--- src/rtl/stream_matrix_receiver.sv ---
// AXI-Stream sink that writes a NUM_ROWS x NUM_COLS matrix row-major through an
// element-write port, one element per handshake, with sticky TLAST checking.
module stream_matrix_receiver #(
  parameter int WIDTH    = 32,
  parameter int NUM_ROWS = 169,
  parameter int NUM_COLS = 3,
  localparam int ROW_ADDR_WIDTH = (NUM_ROWS > 1) ? $clog2(NUM_ROWS) : 1,
  localparam int COL_ADDR_WIDTH = (NUM_COLS > 1) ? $clog2(NUM_COLS) : 1
) (
  input  logic                      clk,
  input  logic                      rst,
  input  logic                      start,
  output logic                      ds_next_data,
  input  logic [WIDTH-1:0]          ds_out,
  input  logic                      ds_valid,
  input  logic                      ds_last,
  output logic [ROW_ADDR_WIDTH-1:0] write_row_addr,
  output logic [COL_ADDR_WIDTH-1:0] write_col_addr,
  output logic [WIDTH-1:0]          write_data,
  output logic                      write_ready,
  output logic                      finished_loading,
  output logic                      last_error
);

  typedef enum logic [1:0] {IDLE, RECEIVE, DONE} state_t;

  localparam logic [ROW_ADDR_WIDTH-1:0] ROW_MAX = ROW_ADDR_WIDTH'(NUM_ROWS - 1);
  localparam logic [COL_ADDR_WIDTH-1:0] COL_MAX = COL_ADDR_WIDTH'(NUM_COLS - 1);

  state_t                    state;
  logic                      start_q;
  logic [ROW_ADDR_WIDTH-1:0] row_cnt;
  logic [COL_ADDR_WIDTH-1:0] col_cnt;

  logic start_rise;
  logic handshake;
  logic col_end;
  logic final_elem;

  assign start_rise   = start & ~start_q;
  assign ds_next_data = (state == RECEIVE);
  assign handshake    = ds_valid & ds_next_data;
  assign col_end      = (col_cnt == COL_MAX);
  assign final_elem   = col_end && (row_cnt == ROW_MAX);

  // NOTE: sequential state uses non-blocking assignments so every register
  // samples pre-edge values, independent of statement order in this block.
  always_ff @(posedge clk) begin
    if (rst) begin
      state            <= IDLE;
      start_q          <= 1'b0;
      row_cnt          <= '0;
      col_cnt          <= '0;
      write_row_addr   <= '0;
      write_col_addr   <= '0;
      write_data       <= '0;
      write_ready      <= 1'b0;
      finished_loading <= 1'b0;
      last_error       <= 1'b0;
    end else begin
      start_q     <= start;
      write_ready <= 1'b0;
      case (state)
        IDLE: begin
          if (start_rise) begin
            row_cnt    <= '0;
            col_cnt    <= '0;
            last_error <= 1'b0;
            state      <= RECEIVE;
          end
        end
        RECEIVE: begin
          if (handshake) begin
            write_ready    <= 1'b1;
            write_row_addr <= row_cnt;
            write_col_addr <= col_cnt;
            write_data     <= ds_out;
            // Mismatched TLAST is only flagged; the element count alone ends the load.
            if (ds_last != final_elem) last_error <= 1'b1;
            if (final_elem) begin
              row_cnt          <= '0;
              col_cnt          <= '0;
              finished_loading <= 1'b1;
              state            <= DONE;
            end else if (col_end) begin
              col_cnt <= '0;
              row_cnt <= row_cnt + ROW_ADDR_WIDTH'(1);
            end else begin
              col_cnt <= col_cnt + COL_ADDR_WIDTH'(1);
            end
          end
        end
        DONE: begin
          if (start_rise) begin
            row_cnt          <= '0;
            col_cnt          <= '0;
            finished_loading <= 1'b0;
            last_error       <= 1'b0;
            state            <= RECEIVE;
          end
        end
        default: state <= IDLE;
      endcase
    end
  end

endmodule

--- config.mk ---
export PLATFORM = sky130hd
export DESIGN_NAME = stream_matrix_receiver
export DESIGN_NICKNAME = d
export VERILOG_FILES = /design/src/rtl/stream_matrix_receiver.sv
export SDC_FILE = /design/constraint.sdc
export NUM_CORES = 1
export LEC_CHECK = 0
export ABC_AREA = 1
export BUFFER_PORTS_ARGS = -buffer_cell sky130_fd_sc_hd__buf_4
export CELL_PAD_IN_SITES_DETAIL_PLACEMENT = 1
export CELL_PAD_IN_SITES_GLOBAL_PLACEMENT = 1
export CORE_MARGIN = 2
export CORE_UTILIZATION = 30
export DETAILED_ROUTE_END_ITERATION = 10
export GPL_ROUTABILITY_DRIVEN = 0
export GPL_TIMING_DRIVEN = 0
export MAX_ROUTING_LAYER = met4
export PLACE_DENSITY = 0.7
export SLEW_MARGIN = 20
export SYNTH_ARGS = -nofsm -noshare
export SYNTH_HDL_FRONTEND = slang
export SYNTH_SLANG_ARGS = --single-unit
--- constraint.sdc ---
create_clock -name clk -period 1.4 [get_ports clk]
set_clock_uncertainty 0.15 [all_clocks]
set_input_delay 0.14 -clock clk [delete_from_list [all_inputs] [get_ports clk]]
set_output_delay 0.14 -clock clk [all_outputs]
set_load 0.1 [all_outputs]
==> run_results.csv <==
group,metric,value,unit
die,core-area,7180,um2
critical_path,crit_path_end_kind,"register",
place,hpwlAfterDp,4770,um
place,port_buffers,82,
critical_path,startpoint_type,"register",
route,drc_errors,0,
outcome,violations,"setup timing",
grt,antenna_found_initial,0,
synth,avgSynthCellArea,7.64,um2
clock_tree,cts_buffers,9,
sta,rsz0062_at_grt,"yes",
die,die_w,89.8,um
pwr,p_total,4.52,mW
sta,worst_slew_pin_slew,0.721,ns
synth,ys_warn_count,0,
cells_and_area,num-nets-final,470,
place,dp.cells,470,
sta,slew_headroom,0.520,
cells_and_area,antenna_cells,0,
sta,fin_setup_tns,-2.85,ns
grt,grt_pass1_wl,12100,um
synth,syn_nets,328,
critical_path,slowest_stage,"dfxtp_4",
cells_and_area,instances_no_fill,533,
grt,grt_start_max_net_pins,11,
critical_path,worst-path-buf-inv,4,
cells_and_area,layout_commonest_cell,"buf_4",
clock_tree,insertion_delay,0.35,ns
pwr,ir_drop,533,uV
clock_tree,clock_path_buffers,2,
clock_tree,path_clk_slew,0.06,ns
cells_and_area,fillers,814,
die,rows,31,
grt,busiest_layer,"met2",
cells_and_area,drive_gt1_frac,0.493,
route,vias,2555,
critical_path,slowest_delay,0.36,ns
hold_path,hold_class,"primary input to register",
route,wire_per_inst,17.6,um
cells_and_area,register_area,1170,um2
cells_and_area,multi_input_area,1340,um2
sta,finalHoldViolations,0,
critical_path,cpLargestDelayFamily,"buffers and inverters",
cells_and_area,most-common-layout-cells,"buf_4 (85), nand2_1 (61), dfxtp_1 (54)",
die,fp.dieArea,8060,um2
sta,drv_slew,0,
critical_path,crit_type,"register to register",
synth,syn_inst,289,
synth,synth-seq-cells,58,
flow_run,max-cap-violations,0,
critical_path,crit_chain,"inv_4 > nor2_8 > nand2_8 > buf_12 > inv_16 > buf_8 > o21ai_2 > a21oi_1",
critical_path,crit_fanout,8,
sta,max_clock_freq,658,MHz
place,post-place-ws,-0.397,ns
clock_tree,cts-root-buf,"clkbuf_8",
clock_tree,cts_tree,"yes",
pwr,p_per_area,1050,nW/um2
cells_and_area,finalInstanceArea,4290,um2
grt,overflow,0,
critical_path,cp.required,1.51,ns
synth,synth_area,2210,um2
die,initial_core_util,0.308,
outcome,status,"complete, but fails checks",
route,drt-initial-drc-count,63,
route,routed_wl,9390,um
clock_tree,h-tree-depth,3,
synth,synth_cell_types,22,
sta,layout_setup_ws,-0.120,ns
sta,setup_viol,50,
grt,use_met3,0.0511,
critical_path,arrival,1.63,ns
pwr,cellLeakagePower,1.87,nW
cells_and_area,area.growth.synth_to_final,94.3,%
route,detail-route-antenna-nets,0,
die,io_pins,83,
grt,grt_use_met2,0.327,
clock_tree,clkSinkCount,58,
synth,yosysSeqAreaShare,0.526,
grt,use_met1,0.220,
place,post_dp_cell_area,2980,um2
sta,period_share,1.09,
die,die_h,89.8,um
sta,min_period,1.52,ns
grt,grt_pass1_vias,2523,
route,firstDrtPassIters,4,
grt,grtUsageTotal,0.191,
route,viasPerCell,4.79,
layer usage:
metal / routed length, um / share of wire
met4: 182 / 0.019
met5: 0 / 0
met2: 5060 / 0.54
met3: 388 / 0.041
met1: 3760 / 0.40
sequential cells by signal (all words and copies together), names as in the netlist:
| register | count |
|---|---|
| row_cnt | 8 |
| last_error | 1 |
| state | 2 |
| write_col_addr | 2 |
| col_cnt | 2 |
| write_data | 32 |
| write_ready | 1 |
| write_row_addr | 8 |
| finished_loading | 1 |
| start_q | 1 |
cell usage after synthesis:
library cell,instances,area [um2]
inv_1,19,71.3
nand2_1,92,345
nand3_1,9,45.0
xor2_1,2,17.5
o211a_1,1,10.0
nor4_1,1,6.26
clkbuf_1,8,30.0
nand2_4,2,22.5
o21ai_2,1,8.76
o21ai_0,2,10.0
nand2_2,1,6.26
nor2_1,17,63.8
clkinv_2,1,5.00
dfxtp_1,58,1160
a21oi_1,50,250
nor2_8,1,20.0
o21ai_1,10,50.1
ha_1,2,25.0
buf_2,5,25.0
inv_2,3,11.3
nand4_1,3,18.8
nor3_1,1,5.00
kinds of logic after synthesis:
| family | synth area share |
|---|---|
| xor+xnor | 0.00793 |
| compound gates | 0.149 |
| flops | 0.526 |
| buf+inv | 0.0646 |
| fa+ha+maj | 0.0113 |
| simple gates | 0.241 |
path summary, 6_finish.rpt:
check	start	endpoint	slack, ns	cells after the start
worst min register to register	finished_loading$_SDFFE_PP0P_	finished_loading$_SDFFE_PP0P_	0.30	2
worst max register to register	state[0]$_SDFFE_PP0P_	write_row_addr[5]$_SDFFE_PP0P_	-0.12	8
worst max-delay path	state[0]$_SDFFE_PP0P_	write_row_addr[5]$_SDFFE_PP0P_	-0.12	8
worst min-delay path	ds_valid	state[0]$_SDFFE_PP0P_	0.008	4
area by class of cell:
class	instances	share of cell area
Buffer	13	0.0344
Sequential cell	58	0.272
Clock buffer	11	0.0353
Inverter	23	0.0274
Clock inverter	3	0.00933
Tap cell	99	0.0289
Multi-Input combinational cell	195	0.311
Timing Repair inverter	1	0.00379
Timing Repair Buffer	130	0.277
stage by stage:
stage | hold slack [ns] | utilization
finish | 0.00849 | 0.598
global route | 0.0318 | 0.598
CTS | 0.00763 | 0.510
detailed placement | 0.231 | 0.416
global placement | 0.214 | 0.416
floorplan | 0.0970 | -
worst register-to-register path, delay by kind of cell (launching register included):
kind | cells | cell delay (ns)
compound gates | 2 | 0.24
buf+inv | 4 | 0.44
flops | 1 | 0.36
simple gates | 2 | 0.26
repair_timing:
| item | in CTS | in global routing |
|---|---|---|
| cloned | 0 | 6 |
| endpoints found under the hold margin | 34 | 0 |
| gates resized for setup | 30 | 131 |
| hold buffers | 33 | 0 |
| pin swaps | 9 | 38 |
| endpoints found under the setup margin | 55 | 44 |
| setup buffers | 7 | 4 |
power breakdown:
group | internal (mW) | leakage, nW | switching [mW]
Sequential | 1.72 | 0.473 | 0.0466
Combinational | 0.405 | 1.29 | 0.785
Clock | 0.893 | 0.101 | 0.673
No activity file was read; power rests on OpenSTA's default activity.
